--- src/rtl/fp_div_iter.sv ---
// fp_div_iter: multi-cycle floating-point divider with a START/BUSY/DONE handshake.
// A restoring divider produces one quotient bit per clock. Special operands are
// resolved in a single CHECK cycle.
// Optional feature macro: FPDIV_ROUND_NEAREST_EN selects round-to-nearest-even.
// When the macro is undefined, the quotient is truncated.

module fp_div_iter #(
  parameter int EXP_W = 8,
  parameter int MAN_W = 23
) (
  input  logic                 CLOCK,
  input  logic                 RESET,
  input  logic                 START,
  input  logic [EXP_W+MAN_W:0] InputA,
  input  logic [EXP_W+MAN_W:0] InputB,
  output logic [EXP_W+MAN_W:0] AbyB,
  output logic                 BUSY,
  output logic                 DONE,
  output logic                 EXC,
  output logic [1:0]           Exception
);

  localparam int W  = 1 + EXP_W + MAN_W;
  localparam int N  = MAN_W + 3;
  localparam int CW = $clog2(N + 1);
  localparam int EW = EXP_W + 2;
  localparam logic signed [EW-1:0] BIAS    = EW'((1 << (EXP_W - 1)) - 1);
  localparam logic signed [EW-1:0] EXP_TOP = EW'((1 << EXP_W) - 1);
  localparam logic signed [EW-1:0] ONE     = EW'(1);
  localparam logic signed [EW-1:0] ZERO    = EW'(0);
  localparam logic [CW-1:0]        ITER_INIT = CW'(N);

  typedef enum logic [2:0] {
    S_IDLE,
    S_CHECK,
    S_DIVIDE,
    S_ROUND,
    S_FINISH
  } state_t;

  state_t state, state_next;

  logic [W-1:0]         a_reg, b_reg;
  logic [N-1:0]         q_reg;
  logic [MAN_W+1:0]     rem_reg;
  logic [CW-1:0]        iter_cnt;
  logic signed [EW-1:0] exp_reg;
  logic                 busy_reg;

  // Field extraction from the latched operands
  logic                 sign_a, sign_b, res_sign;
  logic [EXP_W-1:0]     exp_a, exp_b;
  logic [MAN_W-1:0]     frac_a, frac_b;
  logic                 a_zero, b_zero, a_inf, b_inf, a_nan, b_nan;

  assign sign_a   = a_reg[W-1];
  assign sign_b   = b_reg[W-1];
  assign exp_a    = a_reg[W-2:MAN_W];
  assign exp_b    = b_reg[W-2:MAN_W];
  assign frac_a   = a_reg[MAN_W-1:0];
  assign frac_b   = b_reg[MAN_W-1:0];
  assign res_sign = sign_a ^ sign_b;
  assign a_zero   = (exp_a == '0);
  assign b_zero   = (exp_b == '0);
  assign a_inf    = (&exp_a) && (frac_a == '0);
  assign b_inf    = (&exp_b) && (frac_b == '0);
  assign a_nan    = (&exp_a) && (frac_a != '0);
  assign b_nan    = (&exp_b) && (frac_b != '0);

  // Special-operand classification, first match wins
  logic         spec_hit, spec_exc;
  logic [W-1:0] spec_word;
  logic [1:0]   spec_code;

  // Resolve NaN / zero / infinity combinations without running the divider
  always_comb begin
    spec_hit  = 1'b0;
    spec_word = '0;
    spec_exc  = 1'b0;
    spec_code = 2'b00;
    if (a_nan || b_nan || (a_zero && b_zero) || (a_inf && b_inf)) begin
      spec_hit  = 1'b1;
      spec_word = {1'b0, {EXP_W{1'b1}}, 1'b1, {(MAN_W-1){1'b0}}};
      spec_exc  = 1'b1;
      spec_code = 2'b11;
    end else if (b_zero) begin
      spec_hit  = 1'b1;
      spec_word = {res_sign, {EXP_W{1'b1}}, {MAN_W{1'b0}}};
      spec_exc  = 1'b1;
      spec_code = 2'b00;
    end else if (a_inf) begin
      spec_hit  = 1'b1;
      spec_word = {res_sign, {EXP_W{1'b1}}, {MAN_W{1'b0}}};
    end else if (b_inf || a_zero) begin
      spec_hit  = 1'b1;
      spec_word = {res_sign, {(W-1){1'b0}}};
    end
  end

  // One restoring step: subtract the divisor when it fits, then shift
  logic [MAN_W:0]   mb;
  logic [MAN_W+1:0] rem_diff, rem_kept;
  logic             rem_ge;

  assign mb       = {1'b1, frac_b};
  assign rem_ge   = (rem_reg >= {1'b0, mb});
  assign rem_diff = rem_reg - {1'b0, mb};
  assign rem_kept = rem_ge ? rem_diff : rem_reg;

  // Normalisation and rounding of the finished quotient
  logic                 q_norm, round_inc, carry, hidden_unused;
  logic [MAN_W:0]       sig;
  logic [MAN_W+1:0]     sig_sum;
  logic [MAN_W-1:0]     frac_rnd;
  logic signed [EW-1:0] exp_adj, exp_fin;

  assign q_norm  = q_reg[N-1];
  assign sig     = q_norm ? q_reg[N-1:2] : q_reg[N-2:1];
  assign exp_adj = q_norm ? exp_reg : exp_reg - ONE;

`ifdef FPDIV_ROUND_NEAREST_EN
  logic guard, sticky;
  assign guard     = q_norm ? q_reg[1] : q_reg[0];
  assign sticky    = (q_norm & q_reg[0]) | (rem_reg != '0);
  assign round_inc = guard & (sticky | sig[0]);
`else
  // Truncation drops everything below the significand, so the last quotient bit is not needed
  logic trunc_unused;
  assign trunc_unused = q_reg[0];
  assign round_inc    = 1'b0;
`endif

  assign sig_sum = {1'b0, sig} + {{(MAN_W+1){1'b0}}, round_inc};
  assign {carry, hidden_unused, frac_rnd} = sig_sum;
  assign exp_fin = carry ? exp_adj + ONE : exp_adj;

  logic [W-1:0] rnd_word;
  logic         rnd_exc;
  logic [1:0]   rnd_code;

  // Range check of the rounded exponent: overflow to infinity, underflow to zero
  always_comb begin
    rnd_word = {res_sign, exp_fin[EXP_W-1:0], frac_rnd};
    rnd_exc  = 1'b0;
    rnd_code = 2'b00;
    if (exp_fin >= EXP_TOP) begin
      rnd_word = {res_sign, {EXP_W{1'b1}}, {MAN_W{1'b0}}};
      rnd_exc  = 1'b1;
      rnd_code = 2'b10;
    end else if (exp_fin <= ZERO) begin
      rnd_word = {res_sign, {(W-1){1'b0}}};
      rnd_exc  = 1'b1;
      rnd_code = 2'b01;
    end
  end

  // Next-state logic for the handshake and iteration sequencing
  always_comb begin
    state_next = state;
    case (state)
      S_IDLE:   if (START) state_next = S_CHECK;
      S_CHECK:  state_next = spec_hit ? S_FINISH : S_DIVIDE;
      S_DIVIDE: if (iter_cnt == CW'(1)) state_next = S_ROUND;
      S_ROUND:  state_next = S_FINISH;
      S_FINISH: state_next = S_IDLE;
      default:  state_next = S_IDLE;
    endcase
  end

  // State register
  always_ff @(posedge CLOCK or posedge RESET) begin
    if (RESET) state <= S_IDLE;
    else       state <= state_next;
  end

  // Operand capture, divider iteration and result registers
  always_ff @(posedge CLOCK or posedge RESET) begin
    if (RESET) begin
      a_reg     <= '0;
      b_reg     <= '0;
      q_reg     <= '0;
      rem_reg   <= '0;
      iter_cnt  <= '0;
      exp_reg   <= '0;
      busy_reg  <= 1'b0;
      AbyB      <= '0;
      EXC       <= 1'b0;
      Exception <= 2'b00;
    end else begin
      busy_reg <= (state != S_IDLE) && (state_next != S_IDLE);
      case (state)
        S_IDLE: begin
          if (START) begin
            a_reg <= InputA;
            b_reg <= InputB;
          end
        end
        S_CHECK: begin
          q_reg    <= '0;
          rem_reg  <= {1'b0, 1'b1, frac_a};
          iter_cnt <= ITER_INIT;
          exp_reg  <= EW'({2'b00, exp_a}) - EW'({2'b00, exp_b}) + BIAS;
          if (spec_hit) begin
            AbyB      <= spec_word;
            EXC       <= spec_exc;
            Exception <= spec_code;
          end
        end
        S_DIVIDE: begin
          q_reg    <= {q_reg[N-2:0], rem_ge};
          rem_reg  <= rem_kept << 1;
          iter_cnt <= iter_cnt - CW'(1);
        end
        S_ROUND: begin
          AbyB      <= rnd_word;
          EXC       <= rnd_exc;
          Exception <= rnd_code;
        end
        default: ;
      endcase
    end
  end

  assign BUSY = busy_reg;
  assign DONE = (state == S_FINISH);

endmodule

--- config.mk ---
export PLATFORM = sky130hd
export DESIGN_NAME = fp_div_iter
export DESIGN_NICKNAME = d
export VERILOG_FILES = /design/src/rtl/fp_div_iter.sv
export SDC_FILE = /design/constraint.sdc
export NUM_CORES = 1
export LEC_CHECK = 0
export CAP_MARGIN = 20
export CELL_PAD_IN_SITES_DETAIL_PLACEMENT = 1
export CELL_PAD_IN_SITES_GLOBAL_PLACEMENT = 2
export CORE_MARGIN = 10
export CORE_UTILIZATION = 30
export CTS_CLUSTER_DIAMETER = 200
export DETAILED_ROUTE_END_ITERATION = 10
export GPL_TIMING_DRIVEN = 0
export PLACE_DENSITY = 0.69
export RECOVER_POWER = 50
export SKIP_CTS_REPAIR_TIMING = 1
export SYNTH_ARGS = -nofsm -noshare
export SYNTH_HDL_FRONTEND = slang
export SYNTH_SLANG_ARGS = --single-unit
--- constraint.sdc ---
create_clock -name CLOCK -period 8.57 [get_ports CLOCK]
set_input_delay 1.714 -clock CLOCK [delete_from_list [all_inputs] [get_ports CLOCK]]
set_output_delay 1.714 -clock CLOCK [all_outputs]
set_load 0.01 [all_outputs]
==> impl_results.html, run 1 <==
<table>
<tr><th>Metric</th><th>Value</th></tr>
<tr><th colspan="2">Drt</th></tr>
<tr><td>Via Count</td><td>approximately 7500</td></tr>
<tr><td>Detail-routed via count per cell</td><td>slightly above 5</td></tr>
<tr><td>Number of optimization iterations in the first detailed-route pass</td><td>4</td></tr>
<tr><td>Number of DRC violations after detailed-routing iteration 0</td><td>322</td></tr>
<tr><td>Number of nets still failing antenna checks after routing</td><td>0</td></tr>
<tr><td>Number of remaining DRC errors</td><td>0</td></tr>
<tr><td>Total wire length after detailed routing</td><td>29300 microns</td></tr>
<tr><td>Detail-routed net length per standard cell</td><td>19.7 microns</td></tr>
<tr><th colspan="2">Power</th></tr>
<tr><td>Share of power burned in the clock network</td><td>between 10% and 20%</td></tr>
<tr><td>P_sw</td><td>0.00229 W</td></tr>
<tr><td>Highest ir drop seen on vdd</td><td>0.165 mV</td></tr>
<tr><td>Logic pwr share</td><td>56.4%</td></tr>
<tr><td>P per Cell Area</td><td>442 nW/um^2</td></tr>
<tr><td>Cell-internal power</td><td>0.00270 W</td></tr>
<tr><td>Share of total power in sequential cells</td><td>28.2%</td></tr>
<tr><td>Leak Pwr</td><td>4.77 nW</td></tr>
<tr><td>Switching share of total power</td><td>45.9%</td></tr>
<tr><th colspan="2">Placed design</th></tr>
<tr><td>Setup Slack @ Placement</td><td>4060 ps</td></tr>
<tr><td>Number of buffer cells added on primary ports</td><td>~100</td></tr>
<tr><td>Routability cong.</td><td>0.798</td></tr>
<tr><td>Placed wire-length estimate after detailed placement</td><td>22600 microns</td></tr>
<tr><td>Cell area after placement</td><td>10700 sq um</td></tr>
<tr><th colspan="2">Critical path</th></tr>
<tr><td>Type of the worst setup path</td><td>in -&gt; async</td></tr>
<tr><td>Worst setup path startpoint</td><td>RESET</td></tr>
<tr><td>Number of gates on the worst path with buffers counted</td><td>2</td></tr>
<tr><td>CP max FO</td><td>102</td></tr>
<tr><td>Worst setup path endpoint</td><td>iter_cnt[0]</td></tr>
<tr><td>Setup slack, reg-to-reg</td><td>5040 ps</td></tr>
<tr><td>Cell family with most CP delay</td><td>buffers and inverters</td></tr>
<tr><td>Sum of buffers and inverters on the critical path</td><td>2</td></tr>
<tr><td>Critical-path cell list</td><td>dlygate4sd3_1 -&gt; clkinvlp_2</td></tr>
<tr><td>FF-to-FF path depth</td><td>11</td></tr>
<tr><td>Critical path data arrival time</td><td>approximately 5000 ps</td></tr>
<tr><td>Destination of the worst register-to-register timing path</td><td>rem_reg[2]</td></tr>
<tr><td>Worst endpoint required time</td><td>slightly above 8000 ps</td></tr>
<tr><td>Beginning of the worst register-to-register path</td><td>b_reg[1]</td></tr>
<tr><td>Startpoint kind of the worst setup timing path</td><td>input pin</td></tr>
<tr><td>Highest-delay cell along the critical path</td><td>sky130_fd_sc_hd__clkinvlp_2</td></tr>
<tr><td>Crit. End Element</td><td>async pin</td></tr>
<tr><td>Biggest cell delay along the critical path</td><td>2730 ps</td></tr>
<tr><th colspan="2">Timing</th></tr>
<tr><td>Setup-violating endpoint count in the final report</td><td>0</td></tr>
<tr><td>Relative slew slack</td><td>-232%</td></tr>
<tr><td>Count of endpoints failing hold in the final timing report</td><td>0</td></tr>
<tr><td>Fin. max-slew vios</td><td>102</td></tr>
<tr><td>Slack of the critical path</td><td>3130 ps</td></tr>
<tr><td>Slew at the pin closest to its max-slew limit</td><td>around 5000 ps</td></tr>
<tr><td>Total negative slack</td><td>0 ps</td></tr>
<tr><td>Final hold slack</td><td>489 ps</td></tr>
<tr><td>Unrepaired setup endpoints after global routing</td><td>false</td></tr>
<tr><td>F_max</td><td>184 MHz</td></tr>
<tr><td>Final clock period utilization by the worst path</td><td>63.5%</td></tr>
<tr><td>Final critical delay including setup and external delays</td><td>5440 ps</td></tr>
<tr><td>Largest clock skew in the final design</td><td>18.9 ps</td></tr>
<tr><th colspan="2">CTS</th></tr>
<tr><td>CTS clock-pin slew for the worst setup and hold paths</td><td>80 ps</td></tr>
<tr><td>Total CTS buffers</td><td>17</td></tr>
<tr><td>Clock latency on the worst-skew pair</td><td>450 ps</td></tr>
<tr><td>Count of H-tree levels built during CTS</td><td>4</td></tr>
<tr><td>CTS tree</td><td>yes</td></tr>
<tr><td>Total number of clock tree sinks</td><td>169</td></tr>
<tr><td>Maximum count of clock buffers along a single path</td><td>2</td></tr>
<tr><td>Root buffer cell</td><td>sky130_fd_sc_hd__clkbuf_16</td></tr>
<tr><th colspan="2">Global routing</th></tr>
<tr><td>Overflow after GRT</td><td>0</td></tr>
<tr><td>Maximum number of pins on one net before global-route repair</td><td>~100</td></tr>
<tr><td>Global-route usage over all layers</td><td>15.6%</td></tr>
<tr><td>Via count of the first global-routing pass</td><td>about 8000</td></tr>
<tr><td>Wire length of the first global-routing pass</td><td>47500 microns</td></tr>
<tr><td>Antenna violations before repair</td><td>0</td></tr>
<tr><th colspan="2">Yosys</th></tr>
<tr><td>Cell area after synthesis</td><td>9180 sq um</td></tr>
<tr><td>Mean post-synth cell area</td><td>between 9 and 10 sq um</td></tr>
<tr><td>Sequential-to-total area share from yosys stat</td><td>46.1%</td></tr>
<tr><td>Proportion of netlist area held by the largest area contributor</td><td>46.1%</td></tr>
<tr><td>Dominant synthesized flop cell</td><td>sky130_fd_sc_hd__dfrtp_1</td></tr>
<tr><td>List of most frequent post-synthesis cells</td><td>169 x sky130_fd_sc_hd__dfrtp_1, 140 x sky130_fd_sc_hd__nand2_1, 88 x sky130_fd_sc_hd__o21ai_0, 52 x sky130_fd_sc_hd__a21oi_1</td></tr>
<tr><td>Register bit count reported by yosys</td><td>roughly 170</td></tr>
<tr><td>Yosys warning count</td><td>0</td></tr>
<tr><td>Share of flip-flops with an asynchronous set or reset after synthesis</td><td>100%</td></tr>
<tr><td>Syn_nets</td><td>between 1000 and 1500</td></tr>
<tr><td>Area leader, netlist</td><td>sky130_fd_sc_hd__dfrtp_1</td></tr>
<tr><td>Cell variety after synth</td><td>70</td></tr>
<tr><td>Gate count of the mapped netlist</td><td>slightly below 1000</td></tr>
<tr><td>Count of flip-flops with a built-in enable after synthesis</td><td>0</td></tr>
<tr><td>Ranking of synthesized cells by area</td><td>sky130_fd_sc_hd__dfrtp_1 46%, sky130_fd_sc_hd__nand2_1 5.7%, sky130_fd_sc_hd__o21ai_0 4.8%</td></tr>
<tr><td>Library cell with the highest instance count after synthesis</td><td>sky130_fd_sc_hd__dfrtp_1</td></tr>
<tr><th colspan="2">Cells and area</th></tr>
<tr><td>Layout overhead on the synthesized area</td><td>23.0%</td></tr>
<tr><td>Number of fill cells</td><td>around 3400</td></tr>
<tr><td>Number of nets in the finished design</td><td>1189</td></tr>
<tr><td>Antenna cells</td><td>0</td></tr>
<tr><td>Layout Utilization</td><td>a little under two fifths</td></tr>
<tr><td>Fraction of final layout cells with drive strength greater than 1</td><td>roughly 7.8%</td></tr>
<tr><td>Final standard cell area without fillers</td><td>11300 sq um</td></tr>
<tr><th colspan="2">Flow run</th></tr>
<tr><td>Number of maximum-capacitance constraint violations</td><td>1</td></tr>
<tr><th colspan="2">Status</th></tr>
<tr><td>Result of the run</td><td>finished, violations left</td></tr>
<tr><td>Violated checks</td><td>max-capacitance violations, max-slew violations</td></tr>
<tr><th colspan="2">Die</th></tr>
<tr><td>CORE AREA</td><td>between 20000 and 30000 sq um</td></tr>
<tr><td>Ports placed on the boundary</td><td>104</td></tr>
<tr><td>DIE AREA</td><td>38000 sq um</td></tr>
<tr><td>Die extent in y</td><td>195 microns</td></tr>
<tr><td>Effective utilization at floorplan</td><td>approximately 31%</td></tr>
<tr><td>Horizontal die dimension</td><td>195 microns</td></tr>
<tr><td>Site Rows</td><td>between 60 and 70</td></tr>
<tr><th colspan="2">Min path</th></tr>
<tr><td>Worst hold path class</td><td>reg -&gt; reg</td></tr>
</table>
[final cells by class]
| cell class | count | area, sq um | area share, % |
|---|---|---|---|
| multi-input cells | 693 | 4540 | 40.2 |
| flip-flops and latches | 169 | 4230 | 37.5 |
| repair buffers | 104 | 1060 | 9.38 |
| well taps | 390 | 488 | 4.32 |
| clock buffers | 18 | 439 | 3.89 |
| plain buffers | 49 | 211 | 1.87 |
| inverters | 51 | 193 | 1.71 |
| clock inverters | 13 | 130 | 1.15 |
[cell usage in the layout, fill, tap and decap left out, types with 11 or more instances in the layout]
cell type,instances
sky130_fd_sc_hd__mux2_2,34
sky130_fd_sc_hd__a21oi_1,52
sky130_fd_sc_hd__nand4_1,11
sky130_fd_sc_hd__xor2_1,18
sky130_fd_sc_hd__xnor2_1,20
sky130_fd_sc_hd__a22o_1,26
sky130_fd_sc_hd__clkbuf_1,39
sky130_fd_sc_hd__mux2i_1,39
sky130_fd_sc_hd__nand2_1,140
sky130_fd_sc_hd__and3_1,19
sky130_fd_sc_hd__inv_1,49
sky130_fd_sc_hd__dfrtp_1,169
sky130_fd_sc_hd__ha_1,35
sky130_fd_sc_hd__nor3_1,18
sky130_fd_sc_hd__nor4_1,22
sky130_fd_sc_hd__a31oi_1,11
sky130_fd_sc_hd__clkbuf_16,17
sky130_fd_sc_hd__o21ai_0,89
sky130_fd_sc_hd__nor2_1,50
sky130_fd_sc_hd__clkdlybuf4s50_1,102
sky130_fd_sc_hd__nand3_1,13
[kinds of logic (layout without fill, tap and decap cells)]
| family | after synthesis | count (layout) | share of synthesized area [%] |
|---|---|---|---|
| XOR/XNOR | 39 | 39 | 3.80 |
| AO/OA/AOI/OAI | 228 | 228 | 15.6 |
| AND/OR/NAND/NOR | 315 | 315 | 16.3 |
| buffers and inverters | 100 | 235 | 4.39 |
| flip-flops | 169 | 169 | 46.1 |
| multiplexers | 74 | 74 | 8.55 |
| adder cells (fa/ha/maj) | 37 | 37 | 5.21 |
[power by group through the flow]
stage	Combinational (W)	Clock [W]	Sequential (W)
global route	0.00318	0.000827	0.00146
CTS	0.00285	0.000792	0.00141
global placement	0.00279	0	0.00142
floorplan	0.00203	0	0.00134
finish	0.00281	0.000768	0.00141
detailed placement	0.00284	0	0.00142
[per-stage QoR]
stage                     std cells  total power (W)
after floorplan                 962          0.00337
after global placement         1455          0.00421
after detailed placement       1456          0.00426
after CTS                      1487          0.00506
after global routing           1487          0.00547
final                          1487          0.00499
[layer usage]
layer	GRT usage (%)	wire [microns]
met1	21.5	14800
met2	24.9	13600
met3	2.77	669
met4	3.21	249
met5	0	0
[worst min-delay path by stage]
stage                     endpoint  startpoint  depth (start not counted)  slack (ps)
after floorplan           q_reg[0]    q_reg[0]                          1         450
after global placement    AbyB[16]    AbyB[16]                          2         470
after detailed placement   AbyB[7]     AbyB[7]                          2         470
after CTS                  AbyB[7]     AbyB[7]                          2         490
after global routing       AbyB[7]     AbyB[7]                          2         510
final                     AbyB[13]    AbyB[13]                          2         490
Note: power is estimated with default switching activity, not from simulation.
==> run 2, diff against run 1 <==
- PLACE_DENSITY: 0.69 -> 0.72
- clock period: 8.57 -> 4.4 ns (I/O delays scaled with it)
==> run 2 against run 1 <==
Against the previous run:
- the flow still finishes with violations (max-capacitance violations, max-slew violations)
- critical path type is now reg -> reg
- clock skew down 5.3 ps
- power up 94%
- hold slack got worse by 4.9 ps
- sequential share of layout area decreased by 0.17 points
- combinational power grew 93%
- final cell count rose by 0.40%
- critical path depth grew 9
==> impl_results.html, run 2 (same netlist as run 1, synthesis figures left out) <==
<table>
<tr><th>Metric</th><th>Value</th></tr>
<tr><th colspan="2">Status</th></tr>
<tr><td>Result of the run</td><td>finished, violations left</td></tr>
<tr><td>Violated checks</td><td>max-capacitance violations, max-slew violations</td></tr>
<tr><th colspan="2">Power</th></tr>
<tr><td>Share of power burned in the clock network</td><td>15.4% (about the same)</td></tr>
<tr><td>P per Cell Area</td><td>852 nW/um^2 (+93%)</td></tr>
<tr><td>Share of total power in sequential cells</td><td>28.5% (+0.3 points)</td></tr>
<tr><td>Leak Pwr</td><td>4.80 nW (+0.78%)</td></tr>
<tr><td>Switching share of total power</td><td>45.4% (-0.50 points)</td></tr>
<tr><td>Cell-internal power</td><td>0.00528 W (+96%)</td></tr>
<tr><td>Total power</td><td>0.00967 W (+94%)</td></tr>
<tr><td>Highest ir drop seen on vdd</td><td>0.343 mV (+110%)</td></tr>
<tr><td>P_sw</td><td>0.00439 W (+92%)</td></tr>
<tr><td>Logic pwr share</td><td>56.2% (-0.2 points)</td></tr>
<tr><th colspan="2">Timing</th></tr>
<tr><td>Setup-violating endpoint count in the final report</td><td>0 (unchanged)</td></tr>
<tr><td>Final critical delay including setup and external delays</td><td>3490 ps</td></tr>
<tr><td>Final clock period utilization by the worst path</td><td>79.4%</td></tr>
<tr><td>Final hold slack</td><td>484 ps (-4.87 ps)</td></tr>
<tr><td>Unrepaired setup endpoints after global routing</td><td>false</td></tr>
<tr><td>Relative slew slack</td><td>-6.49% (+230 points)</td></tr>
<tr><td>Count of endpoints failing hold in the final timing report</td><td>0 (unchanged)</td></tr>
<tr><td>F_max</td><td>between 200 and 300 MHz</td></tr>
<tr><td>Fin. max-slew vios</td><td>56 (-45%)</td></tr>
<tr><td>Slew at the pin closest to its max-slew limit</td><td>1600 ps (-3350 ps)</td></tr>
<tr><td>Largest clock skew in the final design</td><td>13.6 ps (-5.28 ps)</td></tr>
<tr><th colspan="2">CTS</th></tr>
<tr><td>CTS tree</td><td>yes</td></tr>
<tr><td>Total number of clock tree sinks</td><td>169 (unchanged)</td></tr>
<tr><td>CTS clock-pin slew for the worst setup and hold paths</td><td>70 ps (about the same)</td></tr>
<tr><td>Total CTS buffers</td><td>17 (unchanged)</td></tr>
<tr><td>Clock latency on the worst-skew pair</td><td>440 ps (about the same)</td></tr>
<tr><td>Maximum count of clock buffers along a single path</td><td>2 (unchanged)</td></tr>
<tr><td>Root buffer cell</td><td>sky130_fd_sc_hd__clkbuf_16</td></tr>
<tr><td>Count of H-tree levels built during CTS</td><td>4 (unchanged)</td></tr>
<tr><th colspan="2">Placed design</th></tr>
<tr><td>Placed wire-length estimate after detailed placement</td><td>22600 microns (about the same)</td></tr>
<tr><td>Routability cong.</td><td>0.817 (+2.3%)</td></tr>
<tr><td>Number of cells in the design after placement</td><td>1461 (+0.34%)</td></tr>
<tr><td>Number of buffer cells added on primary ports</td><td>103 (unchanged)</td></tr>
<tr><td>Cell area after placement</td><td>10800 sq um (+0.83%)</td></tr>
<tr><th colspan="2">Critical path</th></tr>
<tr><td>Type of the worst setup path</td><td>reg -&gt; reg</td></tr>
<tr><td>Beginning of the worst register-to-register path</td><td>b_reg[7]</td></tr>
<tr><td>Critical path data arrival time</td><td>3860 ps (-1250 ps)</td></tr>
<tr><td>Highest-delay cell along the critical path</td><td>sky130_fd_sc_hd__a311o_1</td></tr>
<tr><td>Crit. End Element</td><td>register</td></tr>
<tr><td>Startpoint kind of the worst setup timing path</td><td>register</td></tr>
<tr><td>Critical-path cell list</td><td>inv_1 -&gt; ha_1 -&gt; a211o_1 -&gt; nor3b_2 -&gt; a2bb2oi_1 -&gt; a221o_1 -&gt; a311o_1 -&gt; a21oi_2 -&gt; buf_4 -&gt; mux2_1 -&gt; a21oi_1</td></tr>
<tr><td>Biggest cell delay along the critical path</td><td>440 ps (-2290 ps)</td></tr>
<tr><td>Worst setup path startpoint</td><td>b_reg[7]</td></tr>
<tr><td>CP max FO</td><td>10 (-90%)</td></tr>
<tr><td>Worst endpoint required time</td><td>4770 ps (-3470 ps)</td></tr>
<tr><th colspan="2">Cells and area</th></tr>
<tr><td>Post-Layout Cell Count</td><td>1493 (+0.40%)</td></tr>
<tr><td>Antenna cells</td><td>0 (unchanged)</td></tr>
<tr><td>Layout overhead on the synthesized area</td><td>23.6%</td></tr>
<tr><td>Fraction of final layout cells with drive strength greater than 1</td><td>8.16% (+0.32 points)</td></tr>
<tr><td>Final standard cell area without fillers</td><td>11300 sq um (+0.47%)</td></tr>
<tr><td>Number of nets in the finished design</td><td>1195 (+0.50%)</td></tr>
<tr><td>Layout Utilization</td><td>38.0% (+0.18 points)</td></tr>
<tr><td>Commonest non-fill, non-tap cell in the layout</td><td>sky130_fd_sc_hd__dfrtp_1</td></tr>
<tr><td>Most used cells in the layout excluding fill and tap cells</td><td>169 x sky130_fd_sc_hd__dfrtp_1, 140 x sky130_fd_sc_hd__nand2_1, 95 x sky130_fd_sc_hd__clkdlybuf4s50_1</td></tr>
<tr><th colspan="2">Global routing</th></tr>
<tr><td>Overflow after GRT</td><td>0 (unchanged)</td></tr>
<tr><td>Maximum number of pins on one net before global-route repair</td><td>37 (-64%)</td></tr>
<tr><td>Antenna violations before repair</td><td>0 (unchanged)</td></tr>
<tr><td>Global-route usage over all layers</td><td>15.4% (-0.20 points)</td></tr>
<tr><td>Wire length of the first global-routing pass</td><td>47300 microns (-0.55%)</td></tr>
<tr><td>Via count of the first global-routing pass</td><td>8286 (+0.72%)</td></tr>
<tr><th colspan="2">Die</th></tr>
<tr><td>Ports placed on the boundary</td><td>104 (unchanged)</td></tr>
<tr><td>Die extent in y</td><td>195 microns (unchanged)</td></tr>
<tr><td>CORE AREA</td><td>29900 sq um (unchanged)</td></tr>
<tr><td>Effective utilization at floorplan</td><td>30.7% (unchanged)</td></tr>
<tr><td>DIE AREA</td><td>38000 sq um (unchanged)</td></tr>
<tr><td>Site Rows</td><td>63 (unchanged)</td></tr>
<tr><td>Horizontal die dimension</td><td>195 microns (unchanged)</td></tr>
<tr><th colspan="2">Drt</th></tr>
<tr><td>Number of remaining DRC errors</td><td>0 (unchanged)</td></tr>
<tr><td>Detail-routed net length per standard cell</td><td>19.3 microns (-2.2%)</td></tr>
<tr><td>Total wire length after detailed routing</td><td>28800 microns (-1.8%)</td></tr>
<tr><td>Via Count</td><td>7587 (+0.54%)</td></tr>
<tr><td>Number of optimization iterations in the first detailed-route pass</td><td>4 (unchanged)</td></tr>
<tr><td>Number of nets still failing antenna checks after routing</td><td>0 (unchanged)</td></tr>
<tr><td>Detail-routed via count per cell</td><td>5.08 (+0.14%)</td></tr>
<tr><td>Number of DRC violations after detailed-routing iteration 0</td><td>326 (+1.2%)</td></tr>
<tr><th colspan="2">Min path</th></tr>
<tr><td>Beginning of the worst hold path</td><td>AbyB[13]</td></tr>
<tr><td>Worst hold path class</td><td>reg -&gt; reg</td></tr>
<tr><th colspan="2">Flow run</th></tr>
<tr><td>Number of maximum-capacitance constraint violations</td><td>2 (+1)</td></tr>
</table>
## run 2: changes by cell type in the layout (fill, tap and decap cells not counted), moves of 2 or more
cell                              delta
sky130_fd_sc_hd__clkbuf_1            +3
sky130_fd_sc_hd__clkinv_4            +3
sky130_fd_sc_hd__buf_12              +3
sky130_fd_sc_hd__clkbuf_2            +2
sky130_fd_sc_hd__inv_8               -3
sky130_fd_sc_hd__dlygate4sd3_1       +7
sky130_fd_sc_hd__clkdlybuf4s50_1     -7
## run 2: metrics by stage
step	worst slack (ps)	TNS [ps]
after floorplan	1370	0
after global placement	-358	-56390
after detailed placement	506	0
after CTS	879	0
after global routing	758	0
final	905	0
## run 2: per-layer routing
layer | track usage, % | wire length (microns)
met1 | 20.7 | 14100
met2 | 24.6 | 13400
met3 | 3.30 | 1030
met4 | 3.52 | 294
met5 | 0 | 0
## run 2: power by group through the flow
stage | Combinational (W) | Clock (W) | Sequential (W)
after global routing | 0.00614 | 0.00161 | 0.00286
after floorplan | 0.00396 | 0 | 0.00261
after global placement | 0.00538 | 0 | 0.00277
after CTS | 0.00552 | 0.00153 | 0.00277
final | 0.00543 | 0.00148 | 0.00276
after detailed placement | 0.00549 | 0 | 0.00279
## run 2: final cells by class
type	count	area (sq um)
Fill cell	3408	18500
Multi-Input combinational cell	693	4550
Sequential cell	169	4230
Timing Repair Buffer	110	1110
Tap cell	390	488
Clock buffer	18	429
Buffer	49	211
Inverter	51	193
Clock inverter	13	138
## run 2: path summary, 6_finish.rpt
kind	endpoint	slack, ps	cells past startpoint
setup / recovery	rem_reg[2]	910	11
hold / removal	AbyB[13]	480	2
setup reg to reg	rem_reg[2]	910	11
hold reg to reg	AbyB[13]	480	2
max in group asynchronous	b_reg[0]	1220	5
min in group asynchronous	b_reg[11]	1520	3
## run 2: critical path, delay by kind of cell (launching register included)
kind	cells	cell delay, ps
AO/OA/AOI/OAI	6	1830
adder cells (fa/ha/maj)	1	380
buffers and inverters	2	340
flip-flops	1	370
multiplexers	1	340
AND/OR/NAND/NOR	1	180
